File: src/rtl/decoder3to8_seq.sv
// Sequenced 3-to-8 decoder. Codes arrive over valid/ready into a small FIFO
// and are replayed one at a time as a registered one-hot strobe on Y. Each
// strobe is held for HOLD cycles and is followed by GAP all-zero cycles.
module decoder3to8_seq #(
  parameter int HOLD  = 4,
  parameter int GAP   = 1,
  parameter int DEPTH = 4
) (
  input  logic                     clk,
  input  logic                     rst,
  input  logic                     in_valid,
  input  logic [2:0]               in_code,
  output logic                     in_ready,
  output logic [7:0]               Y,
  output logic                     busy,
  output logic [$clog2(DEPTH):0]   level
);

  localparam int PTR_W   = $clog2(DEPTH);
  localparam int LVL_W   = PTR_W + 1;
  localparam int CNT_MAX = (HOLD > GAP) ? HOLD : GAP;
  localparam int CNT_W   = $clog2(CNT_MAX + 1);
  localparam logic [CNT_W-1:0] HOLD_LD = CNT_W'(HOLD - 1);
  localparam logic [CNT_W-1:0] GAP_LD  = CNT_W'((GAP > 0) ? GAP - 1 : 0);

  typedef enum logic [1:0] {
    S_IDLE  = 2'd0,
    S_DRIVE = 2'd1,
    S_GAP   = 2'd2
  } state_t;

  // FIFO storage and bookkeeping
  logic [2:0]       r_mem [DEPTH];
  logic [PTR_W-1:0] r_wr_ptr;
  logic [PTR_W-1:0] r_rd_ptr;
  logic [LVL_W-1:0] r_level;

  // Sequencer state
  state_t           r_state;
  logic [CNT_W-1:0] r_cnt;
  logic [7:0]       r_y;

  logic             w_push;
  logic             w_pop;
  logic             w_have;
  logic [7:0]       w_head_onehot;
  state_t           w_state_nxt;
  logic [CNT_W-1:0] w_cnt_nxt;
  logic [7:0]       w_y_nxt;

  // A full FIFO refuses input even on a cycle where the sequencer pops.
  assign in_ready      = (r_level < LVL_W'(DEPTH)) && !rst;
  assign w_push        = in_valid && in_ready;
  assign w_have        = (r_level != '0);
  assign w_head_onehot = 8'd1 << r_mem[r_rd_ptr];

  assign Y     = r_y;
  assign level = r_level;

  // Write accepted codes into the FIFO array.
  // NOTE: the storage array has no reset; the pointers and level define which
  // entries are meaningful, so flushing them is enough and keeps this a plain RAM.
  always_ff @(posedge clk) begin
    if (w_push) begin
      r_mem[r_wr_ptr] <= in_code;
    end
  end

  // FIFO pointers and occupancy; pointers wrap naturally at DEPTH.
  // NOTE: sequential state uses non-blocking assignments so every register
  // samples the pre-edge values regardless of block evaluation order.
  always_ff @(posedge clk) begin
    if (rst) begin
      r_wr_ptr <= '0;
      r_rd_ptr <= '0;
      r_level  <= '0;
    end else begin
      if (w_push) r_wr_ptr <= r_wr_ptr + 1'b1;
      if (w_pop)  r_rd_ptr <= r_rd_ptr + 1'b1;
      r_level <= r_level + LVL_W'(w_push) - LVL_W'(w_pop);
    end
  end

  // State register: FSM state, down-counter and the registered strobe.
  always_ff @(posedge clk) begin
    if (rst) begin
      r_state <= S_IDLE;
      r_cnt   <= '0;
      r_y     <= '0;
    end else begin
      r_state <= w_state_nxt;
      r_cnt   <= w_cnt_nxt;
      r_y     <= w_y_nxt;
    end
  end

  // Next-state logic: decide transitions, counter reloads and FIFO pops.
  // NOTE: every output of this block gets a default first, so no path can
  // leave a signal unassigned and infer a latch.
  always_comb begin
    w_state_nxt = r_state;
    w_cnt_nxt   = r_cnt;
    w_pop       = 1'b0;
    case (r_state)
      S_IDLE: begin
        if (w_have) begin
          w_pop       = 1'b1;
          w_cnt_nxt   = HOLD_LD;
          w_state_nxt = S_DRIVE;
        end
      end
      S_DRIVE: begin
        if (r_cnt != '0) begin
          w_cnt_nxt = r_cnt - 1'b1;
        end else if (GAP > 0) begin
          w_cnt_nxt   = GAP_LD;
          w_state_nxt = S_GAP;
        end else if (w_have) begin
          // Back-to-back codes with no zero cycle in between.
          w_pop     = 1'b1;
          w_cnt_nxt = HOLD_LD;
        end else begin
          w_state_nxt = S_IDLE;
        end
      end
      S_GAP: begin
        if (r_cnt != '0) begin
          w_cnt_nxt = r_cnt - 1'b1;
        end else if (w_have) begin
          w_pop       = 1'b1;
          w_cnt_nxt   = HOLD_LD;
          w_state_nxt = S_DRIVE;
        end else begin
          w_state_nxt = S_IDLE;
        end
      end
      default: begin
        w_cnt_nxt   = '0;
        w_state_nxt = S_IDLE;
      end
    endcase
  end

  // Output logic: load a fresh strobe on a pop, hold it through DRIVE, else zero.
  always_comb begin
    w_y_nxt = '0;
    if (w_pop) begin
      w_y_nxt = w_head_onehot;
    end else if (w_state_nxt == S_DRIVE) begin
      w_y_nxt = r_y;
    end
    busy = (r_state != S_IDLE);
  end

endmodule

File: config.mk
export PLATFORM = sky130hd
export DESIGN_NAME = decoder3to8_seq
export DESIGN_NICKNAME = d
export VERILOG_FILES = /design/src/rtl/decoder3to8_seq.sv
export SDC_FILE = /design/constraint.sdc
export NUM_CORES = 1
export LEC_CHECK = 0
export ABC_AREA = 1
export ABC_CLOCK_PERIOD_IN_PS = 2800
export CORE_MARGIN = 1
export CORE_UTILIZATION = 54
export DETAILED_ROUTE_END_ITERATION = 7
export PLACE_DENSITY = 0.87
export REMOVE_ABC_BUFFERS = 1
export SYNTH_ARGS = -nofsm -noshare
export SYNTH_HDL_FRONTEND = slang
export SYNTH_SLANG_ARGS = --single-unit
File: constraint.sdc
create_clock -name clk -period 2.8 [get_ports clk]
set_input_delay 0.42 -clock clk [delete_from_list [all_inputs] [get_ports clk]]
set_output_delay 0.42 -clock clk [all_outputs]
set_load 0.01 [all_outputs]
==> results.md <==
- Status: finished clean
- PortBufs: 18
- DRC viols: 0
- Fin. Hold Viols: 0
- Chip height: 55.6 µm
- CP Capture Type: flop
- Initial antenna violation count: 0
- PwrDens: around 940 nW/µm²
- Drt first pass iters: 5
- Hold path depth: 2
- Area growth, synth to finish: 18.7%
- FP Rows: 19
- Worst hold path class: flop to flop
- Synth unique cells: 23
- Starting Density: 0.568
- Start point of the critical path: r_cnt[0]$_SDFF_PP0_
- RSZ-0062 raised after global routing: false
- Top-area cell type share of the netlist area: 0.284
- CTS buffer count: 5
- Post-Synthesis Cells: 183
- Drt total wl: between 2000 and 2500 µm
- H-tree Lvls: 2
- Max-slew headroom: 0.753
- Setup TNS: 0 ns
- Hold-fix buffers, CTS: 0
- Total GRT Usage: 0.187
- Synth area leaders: dfxtp_1 (28%), edfxtp_1 (23%), nand2_1 (13%)
- Largest buffer count on any clock path: 2
- Crit path launch type: flop
- N_diodes: 0
- Root buffer cell: clkbuf_4
- Vias per cell: about 5
- Worst-skew pair later-pin latency: roughly 0.34 ns
- Synth Register Bits: 34
- Final setup viols: 0
- Commonest cells after routing, fill and taps aside: nand2_1 (54), dfxtp_1 (22), inv_1 (22)
- Area post-placement: ~1800 µm²
- Crit Path Max Fanout: 6
- First-pass GRT wire length: between 4000 and 5000 µm
- DP HPWL: 1810 µm
- Post-layout power: between 0.0015 and 0.002 W
- WS Path Type: flop to flop
- Pin count of the biggest net entering global routing: 15
- Hold wc startpoint: Y[6]$_SDFFE_PP0P_
- GPL Wtd Cong: between 0.8 and 0.9
- Ys Warns: 0
- FF-to-FF Start: r_cnt[0]$_SDFF_PP0_
- CTS sink cnt: 34
- Achievable frequency: between 0.4 and 0.5 GHz
- Slew @ Worst Pin: between 0.3 and 0.4 ns
- Die area: around 3100 µm²
- Layout cells sized above 1: 0.119
- Max-cap violations: 0
- Core Area: 2730 µm²
- Gr ovfl total: 0
- Setup Skew: between 0.004 and 0.005 ns
- DR WL/cell: 10.4 µm
- Post-layout minimum cycle time: roughly 2.4 ns
- Post-CTS resize count: 0
- Post-Syn Area: between 1500 and 2000 µm²
- Period utilisation layout: 0.853
- FF-to-FF path depth: 12
- Vias in the first global route: approximately 1100
- Hold Slack: roughly 0.47 ns
- Part of the Yosys area used for sequential elements: 0.516
- Worst Path Arrival: between 2 and 3 ns
- CTS tree: done
- Final net count: about 220
- ANT nets after route: 0
- Via count: 1186
- Setup slack after layout: about 0.41 ns
- Post-CTS setup buffers: 0
- Max-slew violations: 0
- Mean Syn Cell Area: about 8.5 µm²
- Worst vdd ir: about 0.00096 V
- Leak: between 0.7 and 0.8 nW
- Clk pin slew, worst setup/hold paths: around 0.10 ns
- Design area: roughly 1800 µm²
- Number of DRC markers in iteration 0: 43
- # IOs: 19
- Post-Place Setup Slack: around 0.37 ns
- WP data required: between 3 and 4 ns
- Commonest non-fill, non-tap cell in the layout: nand2_1
- Synth area leader: dfxtp_1
- Die Width: about 56 µm
-- where the power goes --
group	switching, W	total [W]	internal, W
Clock	0.000161	0.000283	0.000122
Combinational	0.000448	0.000764	0.000317
Sequential	0.0000726	0.000682	0.000609
Total	0.000681	0.00173	0.00105
-- worst max-delay path: stages, from the launching register on --
cell and delay (ns):
dfxtp_1 0.34, inv_1 0.07, ha_1 0.23, nand2_1 0.12
nand2_2 0.09, nand3_4 0.11, inv_1 0.09, ha_1 0.27
inv_1 0.04, ha_1 0.18, fa_1 0.37, or2_2 0.30
a21oi_1 0.11
-- stage by stage --
step / std cells / util
after floorplan: 182 / -
after global placement: 233 / 0.652
after detailed placement: 233 / 0.652
after CTS: 241 / 0.674
after global routing: 241 / 0.674
final: 241 / 0.674
-- per-layer routing --
layer / part of all wire / global-route usage
met4: 0.025 / 0.0929
met3: 0.050 / 0.0698
met5: 0 / 0
met2: 0.47 / 0.298
met1: 0.45 / 0.222
-- final cells by class --
type	instances	area, µm²
well taps	31	38.8
repair buffers	20	195
multi-input cells	123	654
clock inverters	1	5.00
flip-flops and latches	34	801
inverters	25	93.8
clock buffers	7	55.1
fillers	216	891
-- cell families after synthesis --
logic type,count (synthesis),share of synthesized area
adders and majority gates,9,0.0774
and+or+nand+nor,91,0.251
buffers and inverters,26,0.0629
DFF,34,0.516
xor gates and xnor gates,2,0.0113
AOI/OAI and AO/OA,21,0.0814
-- flip-flops by register name (all words and copies together), names as in the netlist, named ones only --
name,flops
r_mem,12
Y,8
level,3
r_cnt,3
r_rd_ptr,2
r_state,2
r_wr_ptr,2
-- Yosys cell counts --
library cell and count:
a21oi_1 8, a21oi_2 4, a221oi_1 1, clkbuf_1 1
dfxtp_1 22, edfxtp_1 12, fa_1 1, ha_1 8
inv_1 22, inv_2 3, nand2_1 54, nand2_2 4
nand3_1 7, nand3_4 1, nor2_1 20, nor2_2 2
nor2_4 1, nor3_1 1, o21a_1 1, o21ai_0 7
or2_2 1, xnor2_1 1, xor2_1 1
-- path summary, 6_finish.rpt --
check,endpoint,slack (ns)
min,Y[6]$_SDFFE_PP0P_,0.47
max,level[2]$_SDFF_PP0_,0.41
min reg2reg,Y[6]$_SDFFE_PP0P_,0.47
max reg2reg,level[2]$_SDFF_PP0_,0.41
(Power assumes the default switching activity.)
